--- config.mk ---
export PLATFORM = sky130hd
export DESIGN_NAME = aes_dec_serial
export DESIGN_NICKNAME = d
export VERILOG_FILES = /design/src/rtl/aes_dec_serial.sv
export SDC_FILE = /design/constraint.sdc
export NUM_CORES = 1
export LEC_CHECK = 0
export ABC_AREA = 0
export BUFFER_PORTS_ARGS = -buffer_cell sky130_fd_sc_hd__buf_2
export CAP_MARGIN = 20
export CELL_PAD_IN_SITES_DETAIL_PLACEMENT = 0
export CELL_PAD_IN_SITES_GLOBAL_PLACEMENT = 2
export CORE_MARGIN = 3
export CORE_UTILIZATION = 41
export DETAILED_ROUTE_END_ITERATION = 8
export GPL_ROUTABILITY_DRIVEN = 0
export HOLD_SLACK_MARGIN = 0.05
export PLACE_DENSITY = 0.95
export SYNTH_ARGS = -nofsm -noshare
export SYNTH_HDL_FRONTEND = slang
export SYNTH_SLANG_ARGS = --single-unit
--- constraint.sdc ---
create_clock -name clk_i -period 5.46 [get_ports clk_i]
set_input_delay 0.273 -clock clk_i [delete_from_list [all_inputs] [get_ports clk_i]]
set_output_delay 0.273 -clock clk_i [all_outputs]
set_load 0.02 [all_outputs]
--- src/rtl/aes_dec_serial.sv ---
// aes_dec_serial
//   Single-request AES decryption helper for the aes32dsi / aes32dsmi
//   instructions. One source byte is passed through the inverse S-box and,
//   for dsmi, through one column of InvMixColumns. The result is rotated
//   into byte lane bs and XORed into the accumulator.
//   The FSM steps IDLE -> CALC -> DONE. DONE holds the result until the
//   consumer takes it.
//
// Ports
//   clk_i, rst_ni     clock, asynchronous active-low reset
//   valid_i, ready_o  request handshake from the execute stage
//   mix_i             1 = aes32dsmi, 0 = aes32dsi
//   bs_i              byte select within rs2_i
//   rs1_i, rs2_i      accumulator operand, source state column
//   kill_i            flush; abandons any in-flight operation
//   ready_i, valid_o  result handshake toward the ID stage
//   rd_o              result, forced to zero while valid_o is low
module aes_dec_serial #(
  parameter bit LOGIC_GATING = 1'b1
) (
  input  logic        clk_i,
  input  logic        rst_ni,
  input  logic        valid_i,
  output logic        ready_o,
  input  logic        mix_i,
  input  logic [1:0]  bs_i,
  input  logic [31:0] rs1_i,
  input  logic [31:0] rs2_i,
  input  logic        kill_i,
  input  logic        ready_i,
  output logic        valid_o,
  output logic [31:0] rd_o
);

  typedef enum logic [1:0] {
    IDLE = 2'd0,
    CALC = 2'd1,
    DONE = 2'd2
  } state_e;

  state_e      state_q, state_d;
  logic [7:0]  x_q, x_d;
  logic [31:0] rs1_q, rs1_d;
  logic [1:0]  bs_q, bs_d;
  logic        mix_q, mix_d;
  logic [31:0] rd_q, rd_d;

  logic        accept;
  logic        op_load;
  logic [7:0]  src_byte;
  logic [31:0] u;
  logic [31:0] u_rot;

  // GF(2^8) multiply, reduction polynomial 0x11B.
  function automatic logic [7:0] gf_mul(input logic [7:0] a, input logic [7:0] b);
    logic [7:0] r;
    logic [7:0] aa;
    r  = '0;
    aa = a;
    for (int unsigned i = 0; i < 8; i++) begin
      if (b[i]) r = r ^ aa;
      aa = {aa[6:0], 1'b0} ^ (aa[7] ? 8'h1B : 8'h00);
    end
    return r;
  endfunction

  // Multiplicative inverse computed as a^254. The mapping 0 -> 0 falls out
  // naturally.
  function automatic logic [7:0] gf_inv(input logic [7:0] a);
    logic [7:0] p;
    logic [7:0] r;
    p = a;
    r = 8'h01;
    for (int unsigned i = 1; i < 8; i++) begin
      p = gf_mul(p, p);
      r = gf_mul(r, p);
    end
    return r;
  endfunction

  // Inverse S-box computed as the inverse affine map followed by GF
  // inversion. This replaces a 256-entry lookup table.
  function automatic logic [7:0] inv_sbox(input logic [7:0] y);
    logic [7:0] b;
    for (int unsigned i = 0; i < 8; i++) begin
      b[i] = y[(i + 2) % 8] ^ y[(i + 5) % 8] ^ y[(i + 7) % 8];
    end
    b = b ^ 8'h05;
    return gf_inv(b);
  endfunction

  // Handshake and FSM.
  always_comb begin
    ready_o = 1'b0;
    valid_o = 1'b0;
    unique case (state_q)
      IDLE:    ready_o = 1'b1;
      DONE: begin
        ready_o = ready_i;
        valid_o = 1'b1;
      end
      default: ;
    endcase
  end

  assign accept = valid_i && ready_o && !kill_i;

  always_comb begin
    state_d = state_q;
    unique case (state_q)
      IDLE: if (accept) state_d = CALC;
      CALC: state_d = DONE;
      DONE: if (ready_i) state_d = accept ? CALC : IDLE;
      default: state_d = IDLE;
    endcase
    if (kill_i) state_d = IDLE;
  end

  // Operand capture.
  always_comb begin
    unique case (bs_i)
      2'd0: src_byte = rs2_i[7:0];
      2'd1: src_byte = rs2_i[15:8];
      2'd2: src_byte = rs2_i[23:16];
      default: src_byte = rs2_i[31:24];
    endcase
  end

  // Without gating the operand registers follow the inputs whenever the
  // unit is receptive. They still freeze during CALC, so the result
  // remains correct.
  assign op_load = LOGIC_GATING ? accept : ready_o;

  always_comb begin
    x_d   = x_q;
    rs1_d = rs1_q;
    bs_d  = bs_q;
    mix_d = mix_q;
    if (op_load) begin
      x_d   = inv_sbox(src_byte);
      rs1_d = rs1_i;
      bs_d  = bs_i;
      mix_d = mix_i;
    end
  end

  // Result computation.
  always_comb begin
    u = {24'h0, x_q};
    if (mix_q) begin
      u = {gf_mul(x_q, 8'h0B), gf_mul(x_q, 8'h0D),
           gf_mul(x_q, 8'h09), gf_mul(x_q, 8'h0E)};
    end
  end

  always_comb begin
    unique case (bs_q)
      2'd0: u_rot = u;
      2'd1: u_rot = {u[23:0], u[31:24]};
      2'd2: u_rot = {u[15:0], u[31:16]};
      default: u_rot = {u[7:0], u[31:8]};
    endcase
  end

  // rd must stay frozen in DONE. Outside DONE, an ungated build may load
  // it every cycle, because the output masking hides the value anyway.
  always_comb begin
    rd_d = rd_q;
    if (state_q == CALC || (!LOGIC_GATING && state_q != DONE)) begin
      rd_d = rs1_q ^ u_rot;
    end
  end

  assign rd_o = valid_o ? rd_q : '0;

  always_ff @(posedge clk_i or negedge rst_ni) begin
    if (!rst_ni) begin
      state_q <= IDLE;
      x_q     <= '0;
      rs1_q   <= '0;
      bs_q    <= '0;
      mix_q   <= 1'b0;
      rd_q    <= '0;
    end else begin
      state_q <= state_d;
      x_q     <= x_d;
      rs1_q   <= rs1_d;
      bs_q    <= bs_d;
      mix_q   <= mix_d;
      rd_q    <= rd_d;
    end
  end

endmodule

==> metrics.md, run 1 <==
| Metric | Value |
|---|---|
| Status | `complete, but fails checks` |
| Failing checks | `setup timing` |
| Final Max Tran Viols | `0` |
| Drt via density | `around 5.5` |
| CP max-delay cell | `or4_4` |
| Post-Syn Area | `21490 sq um` |
| Clock Skew | `between 0.006 and 0.007 ns` |
| Fin crit share | `249.5%` |
| Met3 wire length | `~3700 um` |
| Cell count after synthesis | `between 2000 and 3000` |
| CP max FO | `10` |
| Commonest non-fill, non-tap cell in the layout | `buf_4` |
| Max Root-Sink Buffers | `2` |
| DRC errors left | `0` |
| HPWL Detailed | `around 55000 um` |
| Final min period | `around 14 ns` |
| CTS root buf | `clkbuf_16` |
| Async SR Flop Fraction | `between 90% and 100%` |
| Complex-gate fraction of the synthesized area | `roughly 18%` |
| Clock Sinks | `slightly below 80` |
| Ys flop type | `dfrtp_1` |
| Hold violation total from the final report | `0` |
| Most frequent cells in the layout | `709 x buf_4, 402 x xnor2_1, 352 x nor2_1, 343 x nand2_1, 156 x o21ai_0` |
| TritonCTS buffer count | `9` |
| Die Area | `~55000 sq um` |
| Drt first pass iters | `6` |
| Slew @ Worst Pin | `0.9710 ns` |
| Largest net degree at the start of global routing | `78` |
| Crit path capture type | `flip-flop` |
| Rel. slew slack | `a little over a third` |
| Unrepaired setup endpoints after global routing | `yes` |
| HP Class | `in2async` |
| WL met2 | `36930 um` |
| Met1 wire length | `~32000 um` |
| Synth Area in Adders | `0.5472%` |
| Die H | `between 200 and 250 um` |
| Final worst setup slack | `-8.163 ns` |
| Post-DP Area | `~27000 sq um` |
| Routed len/inst | `17.58 um` |
| Seq/Total Area, Yosys | `under 10%` |
| IO Pins | `106` |
| Layout area overhead | `38.63%` |
| Total number of vias | `approximately 23000` |
| #FFs+latches synth | `77` |
| Rows | `between 80 and 90` |
| Synth warnings | `0` |
| Hold-fix buffers, CTS | `0` |
| Max incr delay on CP | `around 0.55 ns` |
| Chip Width | `approximately 230 um` |
| Max Cap Violations | `0` |
| FMAX | `73.41 MHz` |
| Setup-failing EPs final | `8` |
| Critical setup path kind | `in2reg` |
| Vias in the first global route | `23006` |
| Cell variety after synth | `between 100 and 150` |
| Final Cell Area | `a little under 30000 sq um` |
| First-pass GRT wire length | `118700 um` |
| H-tree levels | `3` |
| Reg clk slew, reported paths | `roughly 0.060 ns` |
| Simple-gate area share of the yosys netlist | `about a fifth` |
| Synthesized Nets | `~2900` |
| Largest family of logic cells by synthesized area | `XOR/XNOR gates` |
| Final hold slack | `between 0.08 and 0.09 ns` |
| Share of layout cells above drive strength 1 | `between 30% and 40%` |
| Gr usage total | `about a quarter` |
| Highest metal used | `met4` |
| Arrival time at the worst endpoint | `between 10 and 15 ns` |
| Initial Util | `41.64%` |
| Total grt overflow | `0` |
| Number of synthesized flops with an enable pin | `0` |
| Routed wire length | `roughly 74000 um` |
| Crit path launch type | `input pin` |
| Mux share of post-synthesis cell area | `between 5 and 6%` |
| Most Frequent Cell on Critical Path | `xnor2_2` |
| Post-Synth XOR/XNOR Area | `38.98%` |
| CTS tree | `done` |
| # port buffers | `roughly 110` |
| Avg Inst Size Synth | `around 7.6 sq um` |
| Core area | `approximately 52000 sq um` |
| Nets | `about 3600` |
| DR iter-0 viols | `1914` |
| Antenna violations before repair | `0` |
| Worst Path Required | `approximately 5.7 ns` |
| DRT antenna net count | `0` |
| Worst skew pair latency | `about 0.34 ns` |
critical path, delay by kind of cell:
kind                       cells  cell delay, ns
buffers and inverters         11            1.53
xor gates and xnor gates      16            4.31
adders and majority gates      1            0.30
AOI/OAI and AO/OA             16            3.19
and+or+nand+nor               11            2.61
muxes                          6            1.58
final cells by class:
| cell class | instances | area [sq um] |
|---|---|---|
| fill | 4515 | 21820 |
| clock inverter | 6 | 95.09 |
| antenna | 1 | 2.502 |
| inverter | 37 | 156.4 |
| tap | 680 | 850.8 |
| clock buffer | 10 | 229.0 |
| multi-input combinational | 2517 | 19830 |
| sequential | 77 | 1928 |
| timing repair buffer | 867 | 6704 |
state kept, by name (all words and copies together), names as in the netlist:
signal,count
x_q,8
state_q,2
mix_q,1
rs1_q,32
rd_q,32
bs_q,2
cell usage after synthesis (22+ instances only):
master	instances	area share (%)
a21oi_1	134	3.1
and2_1	46	1.3
and3_1	22	0.64
buf_2	38	0.88
buf_6	31	1.6
clkbuf_1	100	1.7
dfrtp_1	77	9.0
inv_1	30	0.52
mux2i_1	70	3.3
nand2_1	346	6.0
nand3_1	71	1.7
nor2_1	372	6.5
nor3_1	70	1.6
o211ai_1	30	1.0
o21ai_0	173	4.0
o21ai_1	26	0.61
o22ai_1	33	0.96
xnor2_1	485	20
xnor2_2	32	2.4
xnor3_1	51	5.3
xor2_1	151	6.2
final timing paths:
path | from | endpoint | slack (ns) | cells after the start
setup / recovery | bs_i[0] | x_q[3] | -8.16 | 61
hold reg to reg | rd_q[15] | rd_q[15] | 0.47 | 2
max in group asynchronous | rst_ni | bs_q[1] | 4.69 | 1
hold / removal | rst_ni | rs1_q[29] | 0.08 | 1
setup reg to reg | x_q[7] | rd_q[29] | 2.45 | 9
min in group clk_i | kill_i | state_q[1] | 0.11 | 2
layer usage:
metal  vias up  global-route usage (%)
li1      11092                       -
met1     11100                   33.40
met2       805                   44.80
met3       124                   1.937
met4         0                   5.695
met5         -                       0
repair_timing:
item,CTS,global route
endpoints found under the hold margin,0,0
setup endpoints to repair,8,8
gates cloned,2,1
buffers inserted,63,29
pin swaps,113,57
gates resized for setup,165,102
cell families after synthesis:
group / after synthesis
buffers and inverters: 253
AOI/OAI and AO/OA: 603
muxes: 96
DFF: 77
xor gates and xnor gates: 768
adders and majority gates: 10
and+or+nand+nor: 1039
stage by stage:
stage               util, %  setup TNS, ns  cells  setup WS [ns]
floorplan                 -         -66.66   2846         -8.549
global placement      52.76         -69.82   4083         -8.754
detailed placement    52.81         -72.14   4084         -9.040
CTS                   56.18         -61.93   4164         -7.792
global route          57.72         -68.45   4194         -8.614
finish                57.72         -64.09   4195         -8.163
Power of run 1 is not shown: default switching activity piles up to over one toggle a cycle in this logic, so the estimate is an artifact.
==> inputs of run 2 (changes only) <==
--- a/config.mk
+++ b/config.mk
@@ -12,10 +12,12 @@
 export CELL_PAD_IN_SITES_GLOBAL_PLACEMENT = 2
 export CORE_MARGIN = 3
 export CORE_UTILIZATION = 41
+export CTS_CLUSTER_DIAMETER = 30
 export DETAILED_ROUTE_END_ITERATION = 8
 export GPL_ROUTABILITY_DRIVEN = 0
 export HOLD_SLACK_MARGIN = 0.05
 export PLACE_DENSITY = 0.95
+export SKIP_CTS_REPAIR_TIMING = 1
 export SYNTH_ARGS = -nofsm -noshare
 export SYNTH_HDL_FRONTEND = slang
 export SYNTH_SLANG_ARGS = --single-unit
==> run 2 against run 1 <==
The run still ends with setup timing left. Design area rose by 1.0%. Maximum frequency hardly changed. Worst setup slack improved by 0.0036 ns. Sequential share of layout area fell by 0.067 points. Via count up 0.20%. Die area stayed put. Global-route usage down 0.91 points. Highest routed layer unchanged.
==> metrics.md, run 2 (same netlist as run 1, synthesis figures left out) <==
| Metric | Value |
|---|---|
| IO Pins | `106` |
| Largest net degree at the start of global routing | `between 70 and 80` |
| Crit path launch type | `input pin` |
| # port buffers | `about 110` |
| Most Frequent Cell on Critical Path | `xnor2_2` |
| Hold violation total from the final report | `0` |
| Crit path capture type | `flip-flop` |
| Final hold slack | `0.08953 ns` |
| Total grt overflow | `0` |
| Fillers | `4447` |
| Routed wire length | `between 70000 and 80000 um` |
| Antenna violations before repair | `0` |
| Most frequent cells in the layout | `727 x buf_4, 400 x xnor2_1, 353 x nor2_1, 342 x nand2_1, 158 x o21ai_0` |
| Setup-failing EPs final | `8` |
| Max Root-Sink Buffers | `2` |
| Rel. slew slack | `between 30% and 40%` |
| HP Class | `in2async` |
| Chip Width | `between 200 and 250 um` |
| CTS tree | `done` |
| Share of layout cells above drive strength 1 | `around 36%` |
| DRT antenna net count | `0` |
| Clock Sinks | `77` |
| Core area | `between 50000 and 60000 sq um` |
| Antenna Cells | `0` |
| Nets | `around 3600` |
| TritonCTS buffer count | `9` |
| Layout area overhead | `40.08%` |
| Arrival time at the worst endpoint | `13.82 ns` |
| Slew @ Worst Pin | `approximately 0.98 ns` |
| Reg clk slew, reported paths | `around 0.060 ns` |
| Biggest regs | `rd_q x32, rs1_q x32, x_q x8` |
| Gr usage total | `around 24%` |
| Die H | `between 200 and 250 um` |
| Commonest non-fill, non-tap cell in the layout | `buf_4` |
| CP max FO | `9` |
| Fin crit share | `249.4%` |
| Failing checks | `setup timing` |
| Worst Path Required | `approximately 5.7 ns` |
| Drt via density | `around 5.5` |
| Unrepaired setup endpoints after global routing | `yes` |
| Initial Util | `a little over two fifths` |
| Drt first pass iters | `6` |
| Die Area | `55200 sq um` |
| FMAX | `73.43 MHz` |
| Routed len/inst | `about 17 um` |
| DR iter-0 viols | `1899` |
| CTS root buf | `clkbuf_16` |
| Final worst setup slack | `-8.159 ns` |
| Critical setup path kind | `in2reg` |
| H-tree levels | `3` |
| Status | `complete, but fails checks` |
| Max Cap Violations | `0` |
| HPWL Detailed | `about 55000 um` |
| Total number of vias | `around 23000` |
| Rows | `83` |
| Final Max Tran Viols | `0` |
| Clock Skew | `approximately 0.0067 ns` |
| DRC errors left | `0` |
| Final min period | `about 14 ns` |
| CP max-delay cell | `mux4_2` |
| Worst skew pair latency | `~0.33 ns` |
| First-pass GRT wire length | `around 110000 um` |
| Max incr delay on CP | `0.51 ns` |
| Vias in the first global route | `~22000` |
[run 2: path summary, 6_finish.rpt]
check,from,slack [ns],cells past startpoint,end
min reg2reg,rd_q[15],0.47,2,rd_q[15]
max reg2reg,x_q[7],2.44,9,rd_q[29]
max,bs_i[0],-8.16,65,x_q[3]
max in group asynchronous,rst_ni,4.68,1,bs_q[1]
min in group clk_i,kill_i,0.11,2,state_q[1]
min,rst_ni,0.09,1,rs1_q[29]
[run 2: layer usage]
metal | vias up | share of wire, % | routed length [um] | GRT usage [%]
li1 | 11136 | - | - | -
met1 | 11083 | 43 | 31790 | 32.79
met2 | 806 | 49 | 36200 | 42.77
met3 | 143 | 5.1 | 3720 | 1.690
met4 | 0 | 2.0 | 1483 | 5.083
met5 | - | 0 | 0 | 0
[run 2: layout make-up]
cell class	count	area (sq um)	share of cell area, %
inverters	37	156.4	0.5195
repair buffers	895	6974	23.17
clock buffers	10	229.0	0.7606
clock inverters	6	95.09	0.3159
multi-input cells	2516	19870	66.01
well taps	680	850.8	2.826
flip-flops and latches	77	1928	6.405
[run 2: critical path, delay by kind of cell]
family,cells,cell delay [ns]
AOI/OAI and AO/OA,10,2.58
xor gates and xnor gates,24,5.12
adders and majority gates,2,0.55
buffers and inverters,9,1.24
muxes,6,1.78
and+or+nand+nor,14,2.23
[run 2: per-stage QoR]
stage | setup WS [ns] | cell area (sq um) | setup TNS [ns] | std cells | util [%]
after floorplan | -8.549 | 21930 | -66.66 | 2846 | -
after global placement | -8.754 | 27230 | -69.82 | 4083 | 52.76
after detailed placement | -9.040 | 27260 | -72.14 | 4084 | 52.81
after CTS | -8.806 | 27580 | -70.18 | 4100 | 53.44
after global routing | -8.706 | 30110 | -69.42 | 4221 | 58.33
final | -8.159 | 30110 | -65.01 | 4221 | 58.33
Power of run 2 is left out for the same reason.
